<file path="config.mk">
export PLATFORM = sky130hd
export DESIGN_NAME = mmio_frame_sequencer_flat
export DESIGN_NICKNAME = d
export VERILOG_FILES = /design/src/rtl/mmio_frame_sequencer_if.sv /design/src/rtl/mmio_frame_sequencer.sv /design/src/flat_wrapper.sv
export SDC_FILE = /design/constraint.sdc
export NUM_CORES = 1
export LEC_CHECK = 0
export CAP_MARGIN = 20
export CORE_MARGIN = 2
export CORE_UTILIZATION = 40
export CTS_CLUSTER_DIAMETER = 120
export CTS_CLUSTER_SIZE = 16
export DETAILED_ROUTE_END_ITERATION = 8
export HOLD_SLACK_MARGIN = 0.05
export PLACE_DENSITY = 0.71
export SYNTH_ARGS = -nofsm -noshare
export SYNTH_HDL_FRONTEND = slang
export SYNTH_SLANG_ARGS = --single-unit
</file>
<file path="constraint.sdc">
create_clock -name clock -period 7.7 [get_ports clock]
set_input_delay 1.54 -clock clock [delete_from_list [all_inputs] [get_ports clock]]
set_output_delay 1.54 -clock clock [all_outputs]
set_load 0.01 [all_outputs]
</file>
<file path="src/rtl/mmio_frame_sequencer_if.sv">
// MMIO bus seen from the frame sequencer.
//   bus_req   : initiator asks the arbiter for the bus
//   bus_gnt   : arbiter grant
//   bus_addr  : MMIO address (bit 12 = coprocessor space)
//   bus_wdata : write data
//   bus_wren  : write strobe
//   bus_rdata : read data, combinational from bus_addr
// master = sequencer side, slave = arbiter/mux/responder side.
interface mmio_frame_sequencer_if #(
  parameter int ADDR_W = 13,
  parameter int DATA_W = 32
);
  logic              bus_req;
  logic              bus_gnt;
  logic [ADDR_W-1:0] bus_addr;
  logic [DATA_W-1:0] bus_wdata;
  logic              bus_wren;
  logic [DATA_W-1:0] bus_rdata;

  modport master (
    output bus_req, bus_addr, bus_wdata, bus_wren,
    input  bus_gnt, bus_rdata
  );

  modport slave (
    input  bus_req, bus_addr, bus_wdata, bus_wren,
    output bus_gnt, bus_rdata
  );
endinterface

</file>
<file path="src/rtl/mmio_frame_sequencer.sv">
// mmio_frame_sequencer: on each frame tick, takes the MMIO bus through a
// request/grant handshake and runs the fixed frame script: read both physics
// positions, write them to the collision units, let the collision units
// settle, read collision results back into the physics units, then write the
// positions to the VGA coprocessors.
//
// Optional feature: define MMIO_FRAME_SEQ_CTRL_FWD_EN to append four states
// that forward the two controller words (0x1200 -> 0x1010, 0x1280 -> 0x1090)
// before DONE.
//
// Ports:
//   clock, reset : rising-edge clock, async active-high reset
//   frame_tick   : one-cycle pulse starting a sequence
//   bus          : MMIO initiator (master modport)
//   busy         : state is not IDLE
//   done         : one-cycle pulse in the DONE state
//   overrun      : sticky, a tick arrived while busy
//   frame_count  : completed sequences, wraps at 16 bits
module mmio_frame_sequencer #(
  parameter int ADDR_W = 13,
  parameter int DATA_W = 32
) (
  input  logic                  clock,
  input  logic                  reset,
  input  logic                  frame_tick,
  mmio_frame_sequencer_if.master bus,
  output logic                  busy,
  output logic                  done,
  output logic                  overrun,
  output logic [15:0]           frame_count
);

  localparam logic [ADDR_W-1:0] A_POS1  = ADDR_W'(13'h1000);
  localparam logic [ADDR_W-1:0] A_POS2  = ADDR_W'(13'h1080);
  localparam logic [ADDR_W-1:0] A_COL1  = ADDR_W'(13'h1600);
  localparam logic [ADDR_W-1:0] A_COL2  = ADDR_W'(13'h1680);
  localparam logic [ADDR_W-1:0] A_PCOL1 = ADDR_W'(13'h101C);
  localparam logic [ADDR_W-1:0] A_PCOL2 = ADDR_W'(13'h109C);
  localparam logic [ADDR_W-1:0] A_VPOS1 = ADDR_W'(13'h1400);
  localparam logic [ADDR_W-1:0] A_VPOS2 = ADDR_W'(13'h1480);
`ifdef MMIO_FRAME_SEQ_CTRL_FWD_EN
  localparam logic [ADDR_W-1:0] A_CTL1  = ADDR_W'(13'h1200);
  localparam logic [ADDR_W-1:0] A_PCTL1 = ADDR_W'(13'h1010);
  localparam logic [ADDR_W-1:0] A_CTL2  = ADDR_W'(13'h1280);
  localparam logic [ADDR_W-1:0] A_PCTL2 = ADDR_W'(13'h1090);
`endif

  // Access states are listed in script order and DONE is last: a granted
  // access simply steps to the next encoding.
  typedef enum logic [4:0] {
    S_IDLE, S_REQ,
    S_RD_POS1, S_RD_POS2, S_WR_CPOS1, S_WR_CPOS2, S_SETTLE,
    S_RD_COLL1, S_RD_COLL2, S_WR_PCOL1, S_WR_PCOL2, S_WR_VPOS1, S_WR_VPOS2,
`ifdef MMIO_FRAME_SEQ_CTRL_FWD_EN
    S_RD_CTL1, S_WR_CTL1, S_RD_CTL2, S_WR_CTL2,
`endif
    S_DONE
  } state_t;

  state_t            state_q, state_d;
  logic [DATA_W-1:0] p1_q, p2_q, c1_q, c2_q;
  logic [DATA_W-1:0] p1_d, p2_d, c1_d, c2_d;
`ifdef MMIO_FRAME_SEQ_CTRL_FWD_EN
  logic [DATA_W-1:0] k1_q, k2_q, k1_d, k2_d;
`endif
  logic              req_q, req_d;
  logic              wren_q, wren_d;
  logic [ADDR_W-1:0] addr_q, addr_d;
  logic [DATA_W-1:0] wdata_q, wdata_d;
  logic              ovr_q;
  logic [15:0]       frame_count_q;
  logic              gnt;

  assign gnt = bus.bus_gnt;

  // next state
  always_comb begin
    state_d = state_q;
    case (state_q)
      S_IDLE:  if (frame_tick) state_d = S_REQ;
      S_REQ:   if (gnt) state_d = S_RD_POS1;
      S_DONE:  state_d = S_IDLE;
      default: if (gnt) state_d = state_t'(state_q + 5'd1);
    endcase
  end

  // Reads capture only on a granted cycle of their own state.
  always_comb begin
    p1_d = (state_q == S_RD_POS1  && gnt) ? bus.bus_rdata : p1_q;
    p2_d = (state_q == S_RD_POS2  && gnt) ? bus.bus_rdata : p2_q;
    c1_d = (state_q == S_RD_COLL1 && gnt) ? bus.bus_rdata : c1_q;
    c2_d = (state_q == S_RD_COLL2 && gnt) ? bus.bus_rdata : c2_q;
`ifdef MMIO_FRAME_SEQ_CTRL_FWD_EN
    k1_d = (state_q == S_RD_CTL1  && gnt) ? bus.bus_rdata : k1_q;
    k2_d = (state_q == S_RD_CTL2  && gnt) ? bus.bus_rdata : k2_q;
`endif
  end

  // Bus outputs are decoded from the next state and registered so they are
  // stable for the whole access cycle. Write data uses the post-capture
  // values because RD_CTLx is immediately followed by its WR_CTLx.
  always_comb begin
    addr_d  = '0;
    wren_d  = 1'b0;
    wdata_d = '0;
    case (state_d)
      S_RD_POS1:  addr_d = A_POS1;
      S_RD_POS2:  addr_d = A_POS2;
      S_WR_CPOS1: begin addr_d = A_COL1;  wren_d = 1'b1; wdata_d = p1_d; end
      S_WR_CPOS2: begin addr_d = A_COL2;  wren_d = 1'b1; wdata_d = p2_d; end
      S_SETTLE:   addr_d = A_COL1;
      S_RD_COLL1: addr_d = A_COL1;
      S_RD_COLL2: addr_d = A_COL2;
      S_WR_PCOL1: begin addr_d = A_PCOL1; wren_d = 1'b1; wdata_d = c1_d; end
      S_WR_PCOL2: begin addr_d = A_PCOL2; wren_d = 1'b1; wdata_d = c2_d; end
      S_WR_VPOS1: begin addr_d = A_VPOS1; wren_d = 1'b1; wdata_d = p1_d; end
      S_WR_VPOS2: begin addr_d = A_VPOS2; wren_d = 1'b1; wdata_d = p2_d; end
`ifdef MMIO_FRAME_SEQ_CTRL_FWD_EN
      S_RD_CTL1:  addr_d = A_CTL1;
      S_WR_CTL1:  begin addr_d = A_PCTL1; wren_d = 1'b1; wdata_d = k1_d; end
      S_RD_CTL2:  addr_d = A_CTL2;
      S_WR_CTL2:  begin addr_d = A_PCTL2; wren_d = 1'b1; wdata_d = k2_d; end
`endif
      default: ;
    endcase
    req_d = (state_d != S_IDLE) && (state_d != S_DONE);
  end

  always_ff @(posedge clock or posedge reset) begin
    if (reset) begin
      state_q       <= S_IDLE;
      p1_q          <= '0;
      p2_q          <= '0;
      c1_q          <= '0;
      c2_q          <= '0;
`ifdef MMIO_FRAME_SEQ_CTRL_FWD_EN
      k1_q          <= '0;
      k2_q          <= '0;
`endif
      req_q         <= 1'b0;
      wren_q        <= 1'b0;
      addr_q        <= '0;
      wdata_q       <= '0;
      ovr_q         <= 1'b0;
      frame_count_q <= '0;
    end else begin
      state_q <= state_d;
      p1_q    <= p1_d;
      p2_q    <= p2_d;
      c1_q    <= c1_d;
      c2_q    <= c2_d;
`ifdef MMIO_FRAME_SEQ_CTRL_FWD_EN
      k1_q    <= k1_d;
      k2_q    <= k2_d;
`endif
      req_q   <= req_d;
      wren_q  <= wren_d;
      addr_q  <= addr_d;
      wdata_q <= wdata_d;
      // DONE counts as busy, so a tick there is dropped as well
      if (frame_tick && state_q != S_IDLE) ovr_q <= 1'b1;
      if (state_q == S_DONE) frame_count_q <= frame_count_q + 16'd1;
    end
  end

  assign bus.bus_req   = req_q;
  assign bus.bus_addr  = addr_q;
  assign bus.bus_wdata = wdata_q;
  // A revoked grant must never see a write; the registered access is held and
  // re-issued once the grant returns.
  assign bus.bus_wren  = wren_q & gnt;
  assign busy          = (state_q != S_IDLE);
  assign done          = (state_q == S_DONE);
  assign overrun       = ovr_q;
  assign frame_count   = frame_count_q;

endmodule

</file>
<file path="src/flat_wrapper.sv">
// flat-port wrapper written by rule: the top's interface ports become plain ports
module mmio_frame_sequencer_flat 
#(
  parameter int ADDR_W = 13,
  parameter int DATA_W = 32
)
  (clock, reset, frame_tick, busy, done, overrun, frame_count, bus_bus_req, bus_bus_addr, bus_bus_wdata, bus_bus_wren, bus_bus_gnt, bus_bus_rdata);
  mmio_frame_sequencer_if #(.ADDR_W(ADDR_W), .DATA_W(DATA_W)) bus_i ();
  input  logic clock;
  input  logic reset;
  input  logic frame_tick;
  output logic busy;
  output logic done;
  output logic overrun;
  output logic [15:0] frame_count;
  output wire logic [$bits(bus_i.bus_req)-1:0] bus_bus_req;
  output wire logic [$bits(bus_i.bus_addr)-1:0] bus_bus_addr;
  output wire logic [$bits(bus_i.bus_wdata)-1:0] bus_bus_wdata;
  output wire logic [$bits(bus_i.bus_wren)-1:0] bus_bus_wren;
  input wire logic [$bits(bus_i.bus_gnt)-1:0] bus_bus_gnt;
  input wire logic [$bits(bus_i.bus_rdata)-1:0] bus_bus_rdata;
  assign bus_bus_req = bus_i.bus_req;
  assign bus_bus_addr = bus_i.bus_addr;
  assign bus_bus_wdata = bus_i.bus_wdata;
  assign bus_bus_wren = bus_i.bus_wren;
  assign bus_i.bus_gnt = bus_bus_gnt;
  assign bus_i.bus_rdata = bus_bus_rdata;
  mmio_frame_sequencer #(.ADDR_W(ADDR_W), .DATA_W(DATA_W)) u_core (.clock(clock), .reset(reset), .frame_tick(frame_tick), .bus(bus_i), .busy(busy), .done(done), .overrun(overrun), .frame_count(frame_count));
endmodule
</file>
* Word-level counts from Yosys, hierarchy flattened
Index checks and enable logic that the tools add are counted.
** Operators by class
- Equality and inequality tests :: 18
- Reduce and logical (&&, ||, !) cells :: 14
- Add/sub/neg operators :: 2
- Bitwise gates (word level) :: 1
- Muxes and demuxes :: 11
** Operators with widths (count)
- 2-to-1 mux 32 bit :: 4
- one-hot mux 32 bit (4 select lines) :: 1
- one-hot mux 13 bit (8 select lines) :: 1
- == test 5 x 4 -> 1 bit, second input constant :: 7
- == test 5 x 3 -> 1 bit, second input constant :: 5
- == test 5 x 2 -> 1 bit, second input constant :: 4
- adder 16 x 1 -> 16 bit, second input constant :: 1
- 2-to-1 mux 5 bit :: 3
- one-hot mux 5 bit (3 select lines) :: 1
- nonzero test 5 bit :: 2
- logical AND 1 bit :: 6
- OR reduction 2 bit :: 3
- OR reduction 6 bit :: 1
- adder 5 x 1 -> 5 bit, second input constant :: 1
- == test 5 x 1 -> 1 bit, second input constant :: 1
- logical NOT 5 bit :: 1
- inequality test 5 x 4 -> 1 bit, second input constant :: 1
- OR reduction 3 bit :: 1
- bitwise AND 1 bit :: 1
- 2-to-1 mux 1 bit :: 1
** Word-level totals
- Output and inout bits :: 66
- Input bits :: 36
- Word-level logic and storage cells :: 57
- Flip-flop bits (word level) :: 197

* Logic depth before layout (Yosys ltp)
Gate-level depths: netlist of run 1.
- Word-level depth :: 6
- Mapped depth :: 12
- Gate-level depth less buffers :: 9

* Worst setup path before layout of run 1
No wires, ideal clock.
- Path type :: input port to flip-flop
- Start point :: in bus_bus_gnt
- End point :: reg u_core.wdata_q[0], in the netlist u_core.bus.bus_wdata[0]
- Slack :: 4382 ps
- Library setup time :: 132 ps
- Stages on the path :: 8
- Data required time :: 7568 ps
- Arrival :: 3185 ps
- Buffers on the path :: 2
- Cell sequence :: inv_2 > or4_1 > clkbuf_1 > clkbuf_1 > mux2_1 > and3_1 > o21ai_0 > o211ai_1
** Between the ends
- Elaborated cells between the ends (all ways) :: 20
- Those cells by class :: 6 x eq/ne; 8 x mux; 6 x reduce/logical
** RTL lines
- start, declared :: RTL line flat_wrapper.sv:20 : input wire logic [$bits(bus_i.bus_gnt)-1:0] bus_bus_gnt;
- logical AND 1 bit :: RTL line mmio_frame_sequencer.sv:91 : c1_d = (state_q == S_RD_COLL1 && gnt) ? bus.bus_rdata : c1_q;
- 2-to-1 mux 32 bit :: RTL line mmio_frame_sequencer.sv:91
- named net u_core.c1_d[0] :: RTL line mmio_frame_sequencer.sv:62 : logic [DATA_W-1:0] p1_d, p2_d, c1_d, c2_d;
- one-hot mux 32 bit (4 select lines) :: RTL line mmio_frame_sequencer.sv:106 : case (state_d)
- named net u_core.wdata_d[0] :: RTL line mmio_frame_sequencer.sv:69 : logic [DATA_W-1:0] wdata_q, wdata_d;
- end signal, assigned :: RTL line mmio_frame_sequencer.sv:159 : wdata_q <= wdata_d;
- end, declared :: RTL line mmio_frame_sequencer.sv:69
The timed path passes the listed nets, and every way through them passes these cells.
A chain may end at the register's enable or synchronous reset.

* Worst setup path after layout of run 1
- Start point :: in bus_bus_gnt
- End point :: reg u_core.wdata_q[19], in the netlist u_core.bus.bus_wdata[19]
** Between the ends
- Cells in the longest elaborated chain, start to end :: 5
- Elaborated cells between the ends (all ways) :: 20
- Those cells by class :: 6 x eq/ne; 8 x mux; 6 x reduce/logical
** RTL lines
- 2-to-1 mux 5 bit (on tied branches) :: RTL line mmio_frame_sequencer.sv:83, mmio_frame_sequencer.sv:81
- one-hot mux 5 bit (3 select lines) :: RTL line mmio_frame_sequencer.sv:79 : case (state_q)
- == test 5 x 3 -> 1 bit / == test 5 x 4 -> 1 bit (equally long branches) :: RTL line mmio_frame_sequencer.sv:106
- OR reduction 2 bit (no source line)
- one-hot mux 32 bit (4 select lines) * :: RTL line mmio_frame_sequencer.sv:106
- named net u_core.wdata_d[19] :: RTL line mmio_frame_sequencer.sv:69
The timed path passes the listed nets; every way through them passes the cells marked *.

==> run_results.csv, run 1 <==
group,metric,value,unit
routing,drt_first_pass_iters,4,
die,coreArea,20820,um^2
die,std_cell_rows,53,
min_path,hold_end,"u_core.overrun$_DFFE_PP0P_",
grt,grt_pass1_vias,5679,
synthesis,synth_edf_count,0,
sta,hold_viol_final,0,
min_path,min_path_type,"reg -> reg",
min_path,whs_path_depth,1,
clock_tree,clk_pin_slew_worst_paths,70,ps
routing,vias_per_cell,5.297,
grt,grt_pass1_wl,29.80,mm
routing,vias,5519,
sta,min_period_over_period,60.97,%
finish,areaGrowthSynthToFinish,20.65,%
clock_tree,cts_sinks,189,
sta,slew_headroom,28.08,%
worst_setup_path,crit_slowest_cell,"a31oi_4",
sta,rsz0062_at_grt,"no",
sta,clock_skew,8.887,ps
clock_tree,clk_latency,430,ps
sta,setup_viol,0,
clock_tree,clockRootBuffer,"clkbuf_16",
run,drv_cap,0,
routing,drc,0,
clock_tree,cts_tree,"done",
power,finalPower,3.960,mW
finish,area.sequential,4730,um^2
routing,routed_wl,18.54,mm
synthesis,netlist_top_cells_area,"dfrtp_1 56%, mux2_2 16%, and3_1 4.9%",
outcome,status,"finished, final reports clean",
clock_tree,post_cts_resized,0,
clock_tree,hold_buffers,0,
power,peakVddDrop,0.0002075,V
grt,groute.usage.overall,17.23,%
die,num_io_pins,102,
worst_setup_path,critical_path_class,"in -> reg",
place,gp_congestion,0.7939,
die,dieArea,22220,um^2
routing,drt-initial-drc-count,394,
finish,finalNetCount,796,
routing,antenna_left,0,
finish,multiInputGateArea,3382,um^2
synthesis,ys_types,50,
worst_setup_path,rr_endpoint,"u_core.bus.bus_wdata[19]$_DFF_PP0_",
sta,slew_viol_final,0,
synthesis,syn_inst,686,
worst_setup_path,crit_path_end_kind,"flop",
synthesis,ys.flop_type,"dfrtp_1",
clock_tree,cts_buffers,17,
worst_setup_path,rr_worst_depth,10,
worst_setup_path,startpoint,"bus_bus_gnt",
finish,drive_above_1_share,23.34,%
synthesis,synth.ff_latch_count,189,
worst_setup_path,cp_data_arrival_time,4950,ps
synthesis,synthArstFlopShare,100.0,%
worst_setup_path,slowest_delay,860,ps
grt,grt_max_degree,134,
synthesis,avgSynthCellArea,12.27,um^2
power,powerDensity,389.9,nW/um^2
place,dp_hpwl,11.05,mm
worst_setup_path,critical_path.max_fanout,40,
grt,overflow,0,
sta,fin_crit,4695,ps
synthesis,ys_warn_count,0,
die,die_x,149.1,um
die,fp.dieH,149.1,um
worst_setup_path,crit-reg2reg-launch,"u_core.state_q[1]$_DFF_PP0_",
grt,grt_antenna_before_repair,0,
worst_setup_path,path_cells,"clkdlybuf4s50_1, inv_2, ha_1, o221a_2, inv_2, nor3_2, a31oi_4, o211ai_1",
worst_setup_path,r2r_slack,3490,ps
synthesis,synth_top_area_cell,"dfrtp_1",
routing,wl_per_cell,17.79,um
synthesis,synth_seq_area_share,56.18,%
finish,antennaDiodeCount,0,
synthesis,synth_area,8418,um^2
worst_setup_path,cp_common_cell,"inv_2",
sta,max_clock_freq,213.0,MHz
clock_tree,cts_buffer_depth,2,
place,io_buffer_count,95,
power,static-leakage-power,4.569,nW
clock_tree,postCtsSetupRepairBufs,0,
die,initial_utilization,40.43,%
worst_setup_path,cp.required,7960,ps
finish,fillers,1868,
sta,tightest_slew,1079,ps
worst_setup_path,crit_path_start_kind,"input pin",
clock_tree,cts-htree-levels,4,
sta,finalSetupTns,0,ps
min_path,min_from,"u_core.overrun$_DFFE_PP0P_",
synthesis,synth_top_area_share,56.18,%
==> power by group <==
group / internal, mW / switching [mW] / total (mW) / leakage (nW)
Clock: 0.597 / 0.387 / 0.984 / 0.329
Combinational: 0.619 / 0.882 / 1.50 / 1.84
Sequential: 1.37 / 0.107 / 1.47 / 2.40
==> Yosys cell counts, types with 4 or more instances <==
cell and instances:
nor2_1 7, buf_6 9, buf_4 8, mux2_1 9, buf_1 7, inv_1 5
o21ai_0 15, nand2_1 51, and3_1 66, ha_1 6, o21ai_1 20, o211ai_1 34
nand4_1 4, nor3_1 4, mux2_2 120, nand3_1 38, xnor2_1 13, dfrtp_1 189
buf_2 14, xor2_1 7, clkbuf_1 18, a21oi_1 5
==> worst max-delay path: cells and delay by family <==
family / cells / cell delay (ps)
compound gates: 3 / 1600
buf+inv: 3 / 1340
fa+ha+maj: 1 / 300
simple gates: 1 / 140
==> layer usage <==
layer  share of wire [%]  up-vias  global-route usage, %
met1                  44     2807                  21.93
met3                 5.1       22                  3.731
li1                    -     2552                      -
met5                   0        -                      0
met2                  49      138                  29.26
met4                 1.6        0                  5.762
==> through the flow <==
step / setup slack, ps / utilization (%) / std cells / hold WS (ps) / area [um^2]
floorplan: 1018 / - / 691 / 454.7 / 8437
global route: 2796 / 48.77 / 1042 / 480.3 / 10160
global placement: 2648 / 45.58 / 1010 / 448.1 / 9492
detailed placement: 2524 / 45.58 / 1010 / 444.4 / 9492
finish: 3005 / 48.77 / 1042 / 470.3 / 10160
CTS: 2999 / 48.77 / 1042 / 470.6 / 10160
==> layout make-up <==
| cell class | count | area share, % |
|---|---|---|
| Inverter | 8 | 0.3942 |
| Clock inverter | 13 | 2.082 |
| Multi-Input combinational cell | 437 | 33.30 |
| Sequential cell | 189 | 46.57 |
| Tap cell | 275 | 3.388 |
| Clock buffer | 19 | 4.460 |
| Timing Repair Buffer | 101 | 9.807 |
==> worst max path at each step <==
| stage | endpoint | depth (start not counted) | slack, ps |
|---|---|---|---|
| 3_3_place_gp | u_core.bus.bus_wdata[5]$_DFF_PP0_ | 8 | 2650 |
| 4_1_cts | u_core.bus.bus_wdata[19]$_DFF_PP0_ | 8 | 3000 |
| 2_1_floorplan | u_core.bus.bus_addr[10]$_DFF_PP0_ | 1 | 1020 |
| 5_1_grt | u_core.bus.bus_wdata[21]$_DFF_PP0_ | 9 | 2800 |
| 6_report | u_core.bus.bus_wdata[19]$_DFF_PP0_ | 8 | 3010 |
| 3_5_place_dp | u_core.bus.bus_wdata[19]$_DFF_PP0_ | 8 | 2520 |
==> placed cells by master (no fill, tap or decap), drive strengths merged, types with 2 or more instances in the layout <==
cell type,n
a21oi,5
nand2,52
conb,6
nor3,6
nor4,3
dfrtp,189
clkinv,6
inv,10
xnor2,14
and2,3
nand3,38
clkbuf,19
ha,6
o21ai,36
a21o,2
o211ai,35
and4,3
xor2,7
bufinv,5
buf,6
nor2,8
clkdlybuf4s50,95
mux2,129
nand2b,2
nand4,4
and3,66
==> state kept, by name (all words and copies together) (netlist names), 5 cells and up <==
signal,count
u_core.c2_q,32
u_core.frame_count,16
u_core.c1_q,32
u_core.bus.bus_addr,5
u_core.p1_q,32
u_core.bus.bus_wdata,32
u_core.p2_q,32
u_core.state_q,5
==> cells by family (layout without fill, tap and decap cells) <==
kind of cell,after synthesis,after routing,synth area share [%]
flops,189,189,56.18
simple gates,191,191,12.34
other cells,1,6,0.04455
mux,129,129,17.26
xor+xnor,21,21,2.274
buf+inv,65,141,4.310
fa+ha+maj,6,6,0.8918
compound gates,84,84,6.703
No activity file was read; power rests on OpenSTA's default activity.
==> run 2, diff against run 1 <==
- clock period: 7.7 -> 4.5 ns (I/O delays scaled with it)
==> run 2 against run 1 <==
Effect of this change:
- critical path type unchanged
- count of clock-buffer cells in the layout did not move
- register-to-register slack got worse by 2200 ps
- routed wire length rose by 4.4%
- setup slack got worse by 1800 ps
- utilization rose by 0.19 points
- flip-flop and latch count did not move
- final cell count rose by 1.2%
- non-clock buffer count rose by 13
- sequential share of layout area fell by 0.18 points
- critical path depth did not move
- clock power rose by 52%
==> run_results.csv, run 2 (same netlist as run 1, synthesis figures left out) <==
group,metric,value,unit
min_path,min_path_type,"reg -> reg",
clock_tree,post_cts_resized,0,
worst_setup_path,crit_path_end_kind,"flop",
grt,grt_antenna_before_repair,0,
worst_setup_path,critical_path_class,"in -> reg",
worst_setup_path,path_delay_family,"buffers and inverters",
die,initial_utilization,40.43,%
finish,instances_no_fill,1054,
sta,fin_crit,3294,ps
clock_tree,cts-htree-levels,4,
clock_tree,postCtsSetupRepairBufs,0,
worst_setup_path,crit_path_start_kind,"input pin",
grt,grt_pass1_vias,5760,
clock_tree,cts_tree,"done",
finish,finish.utilization,48.97,%
die,fp.dieH,149.1,um
routing,drt-initial-drc-count,280,
die,dieArea,22220,um^2
routing,vias,5561,
die,num_io_pins,102,
sta,hold_viol_final,0,
finish,antennaDiodeCount,0,
finish,mostFrequentLayoutCells,"189 x dfrtp_1, 120 x mux2_2, 95 x clkdlybuf4s50_1",
outcome,status,"finished, final reports clean",
place,place_inst,1023,
clock_tree,clk_pin_slew_worst_paths,70,ps
routing,drc,0,
worst_setup_path,cp_data_arrival_time,3590,ps
power,static-leakage-power,4.591,nW
sta,setup_viol,0,
sta,slew_headroom,27.82,%
grt,overflow,0,
finish,fillers,1845,
finish,areaGrowthSynthToFinish,21.12,%
finish,drive_above_1_share,24.01,%
clock_tree,cts_buffer_depth,2,
die,die_x,149.1,um
clock_tree,clk_latency,430,ps
routing,wl_per_cell,18.36,um
worst_setup_path,critPathBufInv,3,
sta,clock_skew,9.140,ps
sta,finalSetupTns,0,ps
sta,min_period_over_period,73.19,%
sta,tightest_slew,1083,ps
sta,max_clock_freq,303.6,MHz
routing,routed_wl,19.35,mm
clock_tree,cts_sinks,189,
die,std_cell_rows,53,
min_path,whs_path_depth,1,
worst_setup_path,critical_path.max_fanout,17,
worst_setup_path,crit_slowest_cell,"clkdlybuf4s50_1",
routing,antenna_left,0,
clock_tree,hold_buffers,0,
sta,slew_viol_final,0,
clock_tree,clockRootBuffer,"clkbuf_16",
sta,rsz0062_at_grt,"no",
clock_tree,cts_buffers,17,
power,powerDensity,663.6,nW/um^2
power,peakVddDrop,0.0004065,V
worst_setup_path,path_cells,"clkdlybuf4s50_1, inv_2, nor4_1, nand2_1, buf_4, mux2_2, nand3_1, o211ai_1",
finish,layout_commonest_cell,"dfrtp_1",
routing,drt_first_pass_iters,4,
worst_setup_path,crit_cells,8,
grt,grt_max_degree,88,
grt,groute.usage.overall,18.06,%
routing,vias_per_cell,5.276,
place,io_buffer_count,95,
run,drv_cap,0,
place,dp_hpwl,11.83,mm
finish,finalNetCount,809,
worst_setup_path,slowest_delay,590,ps
grt,grt_pass1_wl,31.11,mm
worst_setup_path,cp.required,4790,ps
place,gp_congestion,0.7873,
worst_setup_path,rr_worst_depth,10,
die,coreArea,20820,um^2
## run 2: cell count changes in the layout (fill, tap and decap cells not counted), sizes merged
cell,before,now
bufinv,5,2
buf,6,19
clkinvlp,0,3
inv,10,12
clkinv,6,3
## run 2: metal layers
metal | GRT usage, % | share of wire [%]
met5 | 0 | 0
met4 | 5.333 | 1.2
met3 | 4.006 | 4.0
met2 | 29.79 | 49
met1 | 24.00 | 46
## run 2: layout make-up
| class | instances | area [um^2] | share of cell area [%] |
|---|---|---|---|
| Clock buffer | 19 | 442.9 | 4.344 |
| Clock inverter | 12 | 136.4 | 1.338 |
| Inverter | 8 | 36.28 | 0.3559 |
| Multi-Input combinational cell | 437 | 3376 | 33.11 |
| Sequential cell | 189 | 4730 | 46.39 |
| Tap cell | 275 | 344.1 | 3.375 |
| Timing Repair Buffer | 114 | 1131 | 11.09 |
## run 2: worst paths after layout
| path | from | endpoint | slack [ps] |
|---|---|---|---|
| setup reg to reg | u_core.state_q[0]$_DFF_PP0_ | u_core.bus.bus_wdata[1]$_DFF_PP0_ | 1300 |
| min in group asynchronous | reset | u_core.frame_count[8]$_DFFE_PP0P_ | 950 |
| hold reg to reg | u_core.overrun$_DFFE_PP0P_ | u_core.overrun$_DFFE_PP0P_ | 460 |
| hold / removal | u_core.overrun$_DFFE_PP0P_ | u_core.overrun$_DFFE_PP0P_ | 460 |
| setup / recovery | bus_bus_gnt | u_core.bus.bus_wdata[1]$_DFF_PP0_ | 1210 |
| max in group asynchronous | reset | u_core.c1_q[25]$_DFF_PP0_ | 2630 |
## run 2: per-stage QoR
step / hold WS (ps) / power (mW) / cell area [um^2] / setup slack, ps
after floorplan: 454.7 / 4.419 / 8441 / 1166
after global placement: 447.7 / 5.209 / 9617 / 802.6
after detailed placement: 443.5 / 5.291 / 9617 / 803.1
after CTS: 459.6 / 6.797 / 10200 / 1222
after global routing: 483.2 / 7.165 / 10200 / 1016
final: 456.5 / 6.766 / 10200 / 1206
## run 2: worst register-to-register path: cells and delay by family, from the launching register on
family                   cells  cell delay (ps)
buffers and inverters        3              740
flip-flops                   1              450
AO/OA/AOI/OAI                4             1030
AND/OR/NAND/NOR              2              660
adder cells (fa/ha/maj)      1              170
## run 2: power by group
| group | switching [mW] | internal [mW] | total [mW] | leakage, nW |
|---|---|---|---|---|
| clock | 0.661 | 0.838 | 1.50 | 0.282 |
| sequential | 0.192 | 2.34 | 2.53 | 2.40 |
| combinational | 1.60 | 1.14 | 2.73 | 1.90 |
| total | 2.45 | 4.32 | 6.77 | 4.59 |
==> run 3, diff against run 2 <==
- PLACE_DENSITY: 0.71 -> 0.73
- clock period: 4.5 -> 2.95 ns (I/O delays scaled with it)
==> run 3 against run 2 <==
Effect of this change:
- total power rose by 59%
- clock power grew 65%
- die area is the same
- final cell count grew 1.8%
- sequential power is 52% higher
- global-route usage is 0.12 points lower
- routed wire length fell by 2.0%
- hold slack better by 8.3 ps
- critical path type is now reg -> out
- critical endpoint is now busy
- largest cell class unchanged
==> run_results.csv, run 3 (same netlist as run 1, synthesis figures left out) <==
group,metric,value,unit
die,std_cell_rows,53,
sta,slew_viol_final,0,
worst_setup_path,critical_path_class,"reg -> out",
sta,setup_viol,0,
grt,grt_pass1_vias,5831,
finish,mostFrequentLayoutCells,"189 x dfrtp_1, 120 x mux2_2, 95 x clkdlybuf4s50_1",
power,powerDensity,1025,nW/um^2
die,die_x,149.1,um
finish,drive_above_1_share,26.19,%
clock_tree,cts-htree-levels,4,
worst_setup_path,cp_data_arrival_time,2180,ps
worst_setup_path,crit_path_start_kind,"flop",
worst_setup_path,r2r_slack,240,ps
die,dieArea,22220,um^2
place,gp_congestion,0.7867,
routing,routed_wl,18.96,mm
die,coreArea,20820,um^2
sta,max_clock_freq,360.7,MHz
routing,vias,5645,
place,io_buffer_count,95,
finish,antennaDiodeCount,0,
power,finalPower,10.73,mW
sta,tightest_slew,503.9,ps
finish,finish.utilization,50.26,%
die,initial_utilization,40.43,%
clock_tree,clk_latency,420,ps
grt,grt_antenna_before_repair,1,
sta,rsz0062_at_grt,"no",
routing,vias_per_cell,5.261,
grt,grt_max_degree,87,
worst_setup_path,crit_path_end_kind,"primary output",
finish,layout_commonest_cell,"dfrtp_1",
sta,timing.hold.ws,464.8,ps
grt,groute.usage.overall,17.94,%
clock_tree,cts_tree,"done",
clock_tree,clockRootBuffer,"clkbuf_16",
clock_tree,hold_buffers,0,
clock_tree,cts_sinks,189,
sta,min_period_over_period,93.98,%
die,fp.dieH,149.1,um
clock_tree,cts_buffers,17,
routing,drt_first_pass_iters,4,
grt,overflow,0,
clock_tree,post_cts_resized,0,
min_path,min_path_type,"reg -> reg",
finish,areaGrowthSynthToFinish,24.32,%
routing,drc,0,
clock_tree,clk_pin_slew_worst_paths,70,ps
sta,fin_crit,2772,ps
power,static-leakage-power,4.738,nW
worst_setup_path,critical_path.max_fanout,7,
routing,wl_per_cell,17.67,um
routing,drt-initial-drc-count,375,
place,dp_hpwl,12.07,mm
sta,slew_headroom,66.29,%
clock_tree,postCtsSetupRepairBufs,0,
sta,hold_viol_final,0,
finish,fin_area,10470,um^2
outcome,status,"finished, final reports clean",
sta,clock_skew,8.349,ps
clock_tree,cts_buffer_depth,2,
grt,grt_pass1_wl,30.98,mm
power,peakVddDrop,0.0006079,V
run,drv_cap,0,
worst_setup_path,cp.required,2360,ps
die,num_io_pins,102,
place,place_area,9818,um^2
routing,antenna_left,0,
finish,finalNetCount,827,
## run 3: changes by cell type in the layout (fill, tap and decap cells not counted), sizes merged
| cell | previous run | this run |
|---|---|---|
| inv | 12 | 11 |
| clkinv | 3 | 5 |
| buf | 19 | 37 |
| bufinv | 2 | 4 |
| clkbuf | 19 | 18 |
| clkinvlp | 3 | 2 |
## run 3: per-layer routing
metal / up-vias / part of all wire, % / track usage, %
met5: - / 0.069 / 0
met4: 2 / 1.3 / 6.048
met3: 20 / 4.7 / 3.242
met2: 117 / 51 / 29.93
met1: 2884 / 43 / 23.71
li1: 2622 / - / -
## run 3: layout make-up
type                            instances  area, um^2
Fill cell                            1855       10360
Timing Repair Buffer                  132        1329
Inverter                                8       36.28
Tap cell                              275       344.1
Multi-Input combinational cell        437        3379
Clock buffer                           18       439.2
Sequential cell                       189        4730
Clock inverter                         14       207.7
## run 3: worst max-delay path, cell delays in order, from the launching register on
cell             delay [ps]
dfrtp_1                 430
inv_1                   110
ha_1                    170
or4b_4                  540
clkdlybuf4s50_1         510
## run 3: worst paths after layout
path / startpoint / to / depth (start not counted)
max reg2reg: u_core.state_q[1]$_DFF_PP0_ / u_core.bus.bus_wdata[30]$_DFF_PP0_ / 10
max: u_core.state_q[1]$_DFF_PP0_ / busy / 4
max in group asynchronous: reset / u_core.p1_q[1]$_DFF_PP0_ / 3
min reg2reg: u_core.overrun$_DFFE_PP0P_ / u_core.overrun$_DFFE_PP0P_ / 1
min in group asynchronous: reset / u_core.bus.bus_req$_DFF_PP0_ / 2
min: u_core.overrun$_DFFE_PP0P_ / u_core.overrun$_DFFE_PP0P_ / 1
## run 3: metrics by stage
stage / instances / setup TNS, ps / worst slack, ps
after floorplan: 691 / -14080 / -74.47
after global placement: 1041 / -708.6 / -66.28
after detailed placement: 1041 / -1337 / -137.2
after CTS: 1073 / 0 / 135.1
after global routing: 1073 / 0 / 35.26
final: 1073 / 0 / 177.5
## run 3: where the power goes
group          switching, mW  internal (mW)  leakage [nW]
clock network           1.02           1.46         0.317
registers              0.278           3.57          2.40
logic                   2.46           1.94          2.02
